`config.mk`:
```
export PLATFORM = sky130hd
export DESIGN_NAME = mainmenu_controller
export DESIGN_NICKNAME = d
export VERILOG_FILES = /design/src/rtl/mainmenu_controller.sv
export SDC_FILE = /design/constraint.sdc
export NUM_CORES = 1
export LEC_CHECK = 0
export CAP_MARGIN = 20
export CORE_MARGIN = 2
export CORE_UTILIZATION = 56
export DETAILED_ROUTE_END_ITERATION = 16
export HOLD_SLACK_MARGIN = 0.06
export PLACE_DENSITY = 0.73
export SLEW_MARGIN = 20
export SYNTH_ARGS = -nofsm -noshare
export SYNTH_HDL_FRONTEND = slang
export SYNTH_SLANG_ARGS = --single-unit
```
`constraint.sdc`:
```
create_clock -name clock -period 1.97 [get_ports clock]
set_input_delay 0.2955 -clock clock [delete_from_list [all_inputs] [get_ports clock]]
set_output_delay 0.2955 -clock clock [all_outputs]
set_load 0.01 [all_outputs]
```
`src/rtl/mainmenu_controller.sv`:
```
// Main-menu sequencer: debounces five buttons, moves the selection on frame boundaries,
// launches the chosen mode via valid/ready. Optional build macro: MENU_AUTOREPEAT_EN.
module mainmenu_controller #(
    parameter int DEBOUNCE_CYCLES = 250000,
    parameter int NUM_OPTIONS     = 5
) (
    input  logic       clock,
    input  logic       resetn,
    input  logic       btn_up,
    input  logic       btn_down,
    input  logic       btn_left,
    input  logic       btn_right,
    input  logic       btn_sel,
    input  logic       frame_tick,
    input  logic       start_ready,
    input  logic       game_done,
    output logic [2:0] sel_index,
    output logic       start_valid,
    output logic [2:0] start_mode,
    output logic       menu_active
);
    // Handshake: a start request transfers on a cycle where start_valid && start_ready;
    // start_mode is held constant from start_valid rising until that transfer.
    localparam int CW = 20;
    localparam int B_UP = 0, B_DN = 1, B_LT = 2, B_RT = 3, B_SEL = 4;

    typedef enum logic [1:0] {MENU, LAUNCH, RUN} state_t;

    state_t      state_q, state_d;
    logic [4:0]  raw, sync1_q, sync2_q, deb_q, deb_dly_q, rise, rep, pend_q, pend_d;
    logic [CW-1:0] cnt_q [5];
    logic [2:0]  sel_q, sel_d, mode_q, mode_d, idx;

    assign raw  = {btn_sel, btn_right, btn_left, btn_down, btn_up};
    assign rise = deb_q & ~deb_dly_q;

    // Counter runs only while the synchronized level disagrees with the debounced one.
    always_ff @(posedge clock or negedge resetn) begin
        if (!resetn) begin
            sync1_q   <= '0;
            sync2_q   <= '0;
            deb_q     <= '0;
            deb_dly_q <= '0;
            for (int i = 0; i < 5; i++) cnt_q[i] <= '0;
        end else begin
            sync1_q   <= raw;
            sync2_q   <= sync1_q;
            deb_dly_q <= deb_q;
            for (int i = 0; i < 5; i++) begin
                if (sync2_q[i] == deb_q[i]) begin
                    cnt_q[i] <= '0;
                end else if (cnt_q[i] == CW'(DEBOUNCE_CYCLES - 1)) begin
                    deb_q[i] <= sync2_q[i];
                    cnt_q[i] <= '0;
                end else begin
                    cnt_q[i] <= cnt_q[i] + 1'b1;
                end
            end
        end
    end

`ifdef MENU_AUTOREPEAT_EN
    logic [5:0] rep_cnt_q, rep_cnt_d;
    logic       rep_fire;

    // Counts frames with up/down held; fires at 30, then every 8 frames after.
    always_comb begin
        rep_cnt_d = rep_cnt_q;
        rep_fire  = 1'b0;
        if (state_q != MENU || !(deb_q[B_UP] || deb_q[B_DN])) begin
            rep_cnt_d = '0;
        end else if (frame_tick) begin
            rep_cnt_d = (rep_cnt_q == 6'd38) ? 6'd31 : rep_cnt_q + 6'd1;
            rep_fire  = (rep_cnt_d == 6'd30) || (rep_cnt_d == 6'd38);
        end
    end

    always_ff @(posedge clock or negedge resetn) begin
        if (!resetn) rep_cnt_q <= '0;
        else         rep_cnt_q <= rep_cnt_d;
    end

    assign rep = {3'b000, rep_fire & deb_q[B_DN], rep_fire & deb_q[B_UP]};
`else
    assign rep = '0;
`endif

    assign idx = (sel_q >= 3'(NUM_OPTIONS)) ? 3'd0 : sel_q;

    always_comb begin
        state_d = state_q;
        sel_d   = sel_q;
        mode_d  = mode_q;
        // A rise in the same cycle as frame_tick survives into the next frame.
        pend_d  = (frame_tick ? 5'b0 : pend_q) | rise | rep;
        case (state_q)
            MENU: begin
                if (frame_tick) begin
                    sel_d = idx;
                    if (pend_q[B_SEL]) begin
                        mode_d  = idx;
                        state_d = LAUNCH;
                    end else if (pend_q[B_UP]) begin
                        case (idx)
                            3'd0:    sel_d = 3'd2;
                            3'd1:    sel_d = 3'd0;
                            3'd2:    sel_d = 3'd1;
                            3'd3:    sel_d = 3'd4;
                            default: sel_d = 3'd3;
                        endcase
                    end else if (pend_q[B_DN]) begin
                        case (idx)
                            3'd0:    sel_d = 3'd1;
                            3'd1:    sel_d = 3'd2;
                            3'd2:    sel_d = 3'd0;
                            3'd3:    sel_d = 3'd4;
                            default: sel_d = 3'd3;
                        endcase
                    end else if (pend_q[B_LT]) begin
                        if (idx == 3'd3)      sel_d = 3'd0;
                        else if (idx == 3'd4) sel_d = 3'd1;
                    end else if (pend_q[B_RT]) begin
                        if (idx == 3'd0)      sel_d = 3'd3;
                        else if (idx <= 3'd2) sel_d = 3'd4;
                    end
                end
            end
            LAUNCH: begin
                if (start_ready) state_d = RUN;
            end
            RUN: begin
                pend_d = '0;
                if (game_done) state_d = MENU;
            end
            default: state_d = MENU;
        endcase
    end

    always_ff @(posedge clock or negedge resetn) begin
        if (!resetn) begin
            state_q <= MENU;
            sel_q   <= '0;
            mode_q  <= '0;
            pend_q  <= '0;
        end else begin
            state_q <= state_d;
            sel_q   <= sel_d;
            mode_q  <= mode_d;
            pend_q  <= pend_d;
        end
    end

    assign sel_index   = sel_q;
    assign start_mode  = mode_q;
    assign start_valid = (state_q == LAUNCH);
    assign menu_active = (state_q == MENU);

endmodule

```
==> results of run 1 <==
cells by family (layout without fill, tap and decap cells):
family / after synthesis / count (layout) / share of synthesized area, %
adder cells (fa/ha/maj): 5 / 5 / 0.983
XOR/XNOR: 73 / 73 / 10.1
multiplexers: 10 / 10 / 1.69
AND/OR/NAND/NOR: 304 / 304 / 25.4
flip-flops: 133 / 133 / 52.3
AO/OA/AOI/OAI: 76 / 76 / 7.44
buffers and inverters: 35 / 101 / 2.12
registers in the layout (all words and copies together) (netlist names):
signal      count
cnt_q         100
state_q         2
sel_index       3
deb_q           5
pend_q          5
deb_dly_q       5
sync1_q         5
start_mode      3
sync2_q         5
power groups by stage:
stage          clock network (mW)  logic, mW  registers (mW)
4_1_cts                      3.25      0.335            2.81
2_1_floorplan                   0      0.143            2.86
3_3_place_gp                    0      0.317            2.86
3_5_place_dp                    0      0.329            2.86
6_report                     3.19      0.335            2.82
5_1_grt                      3.37      0.378            2.82
layout make-up:
| class | count | area (um^2) | area share [%] |
|---|---|---|---|
| repair buffers | 46 | 404 | 5.38 |
| inverters | 23 | 86.3 | 1.15 |
| clock inverters | 9 | 125 | 1.67 |
| well taps | 140 | 175 | 2.33 |
| multi-input cells | 468 | 2920 | 38.8 |
| flip-flops and latches | 133 | 3330 | 44.3 |
| clock buffers | 23 | 478 | 6.36 |
stage by stage:
| step | total power [mW] | hold WS, ns | utilization, % | area, um^2 |
|---|---|---|---|---|
| after floorplan | 3.01 | -0.0000911 | - | 6360 |
| after global placement | 3.18 | 0.276 | 62.6 | 6870 |
| after detailed placement | 3.19 | 0.276 | 62.6 | 6870 |
| after CTS | 6.40 | 0.304 | 68.2 | 7490 |
| after global routing | 6.57 | 0.302 | 68.4 | 7510 |
| final | 6.34 | 0.319 | 68.4 | 7510 |
routing by layer:
metal  routed length (um)  part of all wire (%)  global-route usage, %  vias up
met5                    0                     0                      0        -
met4                  155                   1.2                   8.92        0
met1                 5700                    46                   28.9     2381
li1                     -                     -                      -     2375
met3                  487                   3.9                   4.88       17
met2                 6120                    49                   34.9       98
cell usage in the layout, fill, tap and decap left out, drive strengths merged, types with 11 or more instances in the layout:
cell type,instances
dfrtp,133
nor2,94
xnor2,52
nand2,32
nand3,32
buf,29
nand4,27
a21oi,26
nor4,25
nor3,23
inv,23
clkbuf,23
o21ai,22
xor2,21
clkdlybuf4s50,16
nand2b,12
or4,12
or3,11
how the worst max path moves through the flow:
stage	to	slack, ns	start
2_1_floorplan	cnt_q[58]$_DFF_PN0_	0.06	cnt_q[40]$_DFF_PN0_
3_3_place_gp	sel_index[1]$_DFFE_PN0P_	0.13	frame_tick
3_5_place_dp	cnt_q[78]$_DFF_PN0_	0.05	cnt_q[60]$_DFF_PN0_
4_1_cts	cnt_q[78]$_DFF_PN0_	0.04	cnt_q[60]$_DFF_PN0_
5_1_grt	cnt_q[78]$_DFF_PN0_	-0.002	cnt_q[60]$_DFF_PN0_
6_report	cnt_q[78]$_DFF_PN0_	0.09	cnt_q[60]$_DFF_PN0_
what timing repair did:
action | CTS | global route
resized for setup | 0 | 5
hold buffers | 1 | 0
buffers inserted | 0 | 1
endpoints found under the setup margin | 0 | 4
hold endpoints to repair | 49 | 0
==> run_results.csv, run 1 <==
group,metric,value,unit
outcome,run_status,"finished clean",
timing,setup_viol,0,
critical_path,crit_family,"simple AND/OR/NAND/NOR gates",
global_routing,grt_pass1_vias,4816,
critical_path,reg2regPathDepth,5,
critical_path,slowest_stage,"or4_4",
cts,clk_path_buf_depth,2,
detailed_routing,vias,4871,
pwr,swShare,21.2,%
floorplanning,die_area,12200,um^2
synthesis,syn-num-nets,651,
synthesis,ys_async_sr_fraction,100,%
detailed_routing,drtIter0Drc,481,
timing,max-slew-margin-rel,62.3,%
global_routing,track_usage,21.8,%
critical_path,rr_endpoint,"cnt_q[78]$_DFF_PN0_",
detailed_routing,via_per_inst,5.79,
critical_path,endpoint_kind,"flip-flop",
placement,portBuffers,17,
cts,cts_sinks,133,
critical_path,cp_slowest_stage_delay,0.57,ns
cts,cts-root-buf,"clkbuf_16",
timing,skew,0.00537,ns
run,max_cap_violations,0,
synthesis,syn-cell-area,6360,um^2
layout,final_layout_size_suffix_gt1_share,11.5,%
floorplanning,die_w,111,um
placement,placed_cells,808,
synthesis,synth.avg_cell_area,10.0,um^2
synthesis,synth.area.top_cells,"dfrtp_1 (52%), xnor2_1 (7.2%), nor2_1 (5.5%), xor2_1 (2.9%), nand4_1 (2.5%)",
cts,clk_pin_slew,0.06,ns
cts,tritoncts,"yes",
min_path,min_delay_path_depth,1,
critical_path,critPathArrivalTime,2.21,ns
layout,fin_cells,842,
timing,hold_viol,0,
cts,htree_levels,4,
critical_path,crit_chain,"ha_4 -> nand3_1 -> or4_4 -> or3_1 -> a21oi_1",
global_routing,antenna_found_initial,0,
synthesis,yosysMostFrequentCell,"dfrtp_1",
layout,diodes,0,
layout,fillCellCount,833,
critical_path,critPathLaunchType,"flip-flop",
synthesis,synth.distinct_cells,56,
critical_path,crit_cells,5,
pwr,pwr-share-clk,50.3,%
timing,setup_ws,0.0880,ns
global_routing,grt_pass1_wl,22100,um
critical_path,r2r-start,"cnt_q[60]$_DFF_PN0_",
min_path,hold_end,"sync1_q[1]$_DFF_PN0_",
synthesis,synth_seq_cells,133,
pwr,p_per_area,844,nW/um^2
timing,post-route-period-util,95.5,%
pwr,p_leak,3.05,nW
placement,gp_congestion,0.881,
synthesis,ys.flop_type,"dfrtp_1",
cts,cts_made_buffers,17,
layout,layout.nets,704,
floorplanning,fp.dieH,111,um
critical_path,crit_buf_inv,0,
synthesis,yosysWarnings,0,
synthesis,yosys.area.top_type_share,52.3,%
synthesis,synth_cells,636,
floorplanning,ios,18,
critical_path,ff2ff_setup_slack,0.09,ns
synthesis,synth-edff-count,0,
timing,worst_slew_pin_slew,0.560,ns
min_path,hold_start,"btn_down",
pwr,vdd_ir_drop_max,731,uV
synthesis,synthTopCellsByCount,"dfrtp_1 (133), nor2_1 (94), xnor2_1 (52)",
detailed_routing,first_pass_iters,6,
pwr,comb_power_share,5.3,%
pwr,seqPwrFrac,44.4,%
timing,max_freq,531,MHz
synthesis,yosysTopAreaCell,"dfrtp_1",
min_path,min_path_type,"in2reg",
critical_path,cp_max_fo,4,
detailed_routing,drc,0,
detailed_routing,wl_per_cell,14.8,um
timing,timing.final.crit_period,1.88,ns
floorplanning,start_util,57.9,%
synthesis,ys_seq_area_share,52.3,%
placement,hpwlAfterDp,8270,um
critical_path,crit_required,2.30,ns
critical_path,path_class,"reg2reg",
floorplanning,rows,38,
placement,pre_cts_ws,0.0530,ns
pwr,p_int,5.00,mW
layout,syn2layout_area_growth,18.1,%
cts,clock_latency,0.41,ns
global_routing,grt_max_degree,54,
floorplanning,core-area,11000,um^2
timing,fin_tns_setup,0,ns
detailed_routing,drt.antenna.violating_nets,0,
timing,slew_violations,0,
detailed_routing,wl,12500,um
global_routing,overflow,0,
pwr,p_switching,1.35,mW
(Power assumes the default switching activity.)
==> run 2: changes to the inputs <==
CORE_UTILIZATION = 66   (was 56)
PLACE_DENSITY = 0.82   (was 0.73)
clock period = 2.23 ns   (was 1.97 ns; I/O delays follow)
==> run_results.csv, run 2 (synthesized netlist as in run 1, its figures left out) <==
group,metric,value,unit
critical_path,crit_chain,"nand2b_1 -> inv_1 -> clkdlybuf4s50_1",
detailed_routing,wl_met3,615,um
floorplanning,start_util,68.5,%
global_routing,grt_pass1_vias,4689,
layout,utilization,79.7,%
critical_path,slowest_stage,"clkdlybuf4s50_1",
cts,clock_latency,0.52,ns
detailed_routing,wl,12600,um
min_path,min_path_type,"in2reg",
global_routing,grt_pass1_wl,21700,um
pwr,p_switching,1.17,mW
cts,post_cts_buffers,0,
placement,detailed_place.area,6770,um^2
floorplanning,fp.dieH,102,um
detailed_routing,drtIter0Drc,313,
global_routing,overflow,0,
critical_path,critPathArrivalTime,1.74,ns
critical_path,cp_max_fo,4,
placement,hpwlAfterDp,8250,um
floorplanning,core-area,9280,um^2
timing,fin_tns_setup,0,ns
layout,fin_area,7400,um^2
pwr,finalPower,5.63,mW
timing,max-slew-margin-rel,63.1,%
cts,cts_sinks,133,
layout,layout.nets,691,
global_routing,antenna_found_initial,0,
timing,skew,0.00668,ns
layout,largest_reg_flops,100,
detailed_routing,vias,4956,
timing,rsz0062_at_grt,"no",
critical_path,path_class,"reg2out",
layout,largest-register,"cnt_q",
timing,setup_viol,0,
outcome,run_status,"finished clean",
floorplanning,die_w,102,um
layout,final_common_cell,"dfrtp_1",
cts,cts-root-buf,"clkbuf_8",
critical_path,critPathCapture,"start_valid",
cts,clk_path_buf_depth,2,
pwr,p_int,4.46,mW
pwr,swShare,20.7,%
timing,max_freq,483,MHz
global_routing,track_usage,26.4,%
detailed_routing,drt.antenna.violating_nets,0,
pwr,p_leak,3.00,nW
critical_path,rr_endpoint,"cnt_q[78]$_DFF_PN0_",
critical_path,endpoint_kind,"output pin",
floorplanning,die_area,10400,um^2
layout,mostFrequentLayoutCells,"dfrtp_1 (133), nor2_1 (94), xnor2_1 (52)",
floorplanning,ios,18,
pwr,seqPwrFrac,44.4,%
critical_path,cp_slowest_stage_delay,0.55,ns
run,max_cap_violations,0,
detailed_routing,wl_per_cell,15.5,um
critical_path,ff2ff_setup_slack,0.23,ns
critical_path,critPathLaunchType,"flip-flop",
detailed_routing,drc,0,
layout,fillCellCount,584,
floorplanning,rows,35,
placement,portBuffers,17,
pwr,pwr-share-clk,50.9,%
critical_path,reg2regPathDepth,5,
global_routing,grt_max_degree,60,
timing,worst_slew_pin_slew,0.548,ns
pwr,p_per_area,761,nW/um^2
layout,diodes,0,
detailed_routing,first_pass_iters,5,
timing,slew_violations,0,
timing,hold_viol,0,
detailed_routing,highest_layer,"met4",
critical_path,r2r-start,"cnt_q[60]$_DFF_PN0_",
pwr,comb_power_share,4.7,%
cts,clk_pin_slew,0.06,ns
cts,cts_made_buffers,17,
cts,hold_buffers,1,
timing,timing.final.crit_period,2.07,ns
placement,gp_congestion,0.914,
cts,ctsResizeCount,0,
pwr,vdd_ir_drop_max,640,uV
detailed_routing,via_per_inst,6.06,
cts,tritoncts,"yes",
detailed_routing,routedLengthMet1,5530,um
detailed_routing,dr_wl_met2,6240,um
critical_path,crit_start,"state_q[1]$_DFFE_PN0P_",
layout,final_layout_size_suffix_gt1_share,9.43,%
min_path,min_delay_path_depth,1,
critical_path,crit_required,1.90,ns
layout,syn2layout_area_growth,16.3,%
timing,post-route-period-util,92.9,%
cts,htree_levels,4,
[run 2: routing by layer]
metal / vias up / GRT usage [%]
li1: 2356 / -
met1: 2411 / 35.8
met2: 159 / 42.1
met3: 30 / 6.63
met4: 0 / 8.62
met5: - / 0
[run 2: stage by stage]
step	std cells	worst slack, ns	hold slack, ns
2_1_floorplan	636	0.320	0.0389
3_3_place_gp	785	0.267	0.299
3_5_place_dp	785	0.223	0.306
4_1_cts	818	0.153	0.244
5_1_grt	818	0.0935	0.238
6_report	818	0.158	0.257
[run 2: power groups by stage]
| stage | Sequential [mW] | Combinational (mW) | Clock, mW |
|---|---|---|---|
| floorplan | 2.53 | 0.126 | 0 |
| global placement | 2.53 | 0.252 | 0 |
| detailed placement | 2.54 | 0.260 | 0 |
| CTS | 2.49 | 0.268 | 2.90 |
| global route | 2.50 | 0.296 | 3.03 |
| finish | 2.50 | 0.265 | 2.87 |
[run 2: layout make-up]
type	count	area, um^2	share of cell area, %
Tap cell	129	161	2.18
Sequential cell	133	3330	45.0
Timing Repair Buffer	33	307	4.14
Multi-Input combinational cell	468	2900	39.2
Inverter	23	86.3	1.17
Clock buffer	23	467	6.31
Clock inverter	9	149	2.01
[run 2: how the worst min path moves through the flow]
stage              from                    to  slack [ns]
6_report        btn_sel  sync1_q[4]$_DFF_PN0_        0.26
5_1_grt         btn_sel  sync1_q[4]$_DFF_PN0_        0.24
4_1_cts        btn_down  sync1_q[1]$_DFF_PN0_        0.24
3_5_place_dp     resetn   cnt_q[89]$_DFF_PN0_        0.31
3_3_place_gp     resetn   cnt_q[90]$_DFF_PN0_        0.30
2_1_floorplan    resetn    cnt_q[0]$_DFF_PN0_        0.04
[run 2: critical path: cells and delay by family (launching register included)]
family / cells / cell delay (ns)
buffers and inverters: 2 / 0.66
DFF: 1 / 0.40
and+or+nand+nor: 1 / 0.17
==> run 3: changes to the inputs <==
CAP_MARGIN = unset   (was 20)
SLEW_MARGIN = unset   (was 20)
==> results of run 3 <==
Final layout, timing and power as in run 2 (identical DEF).
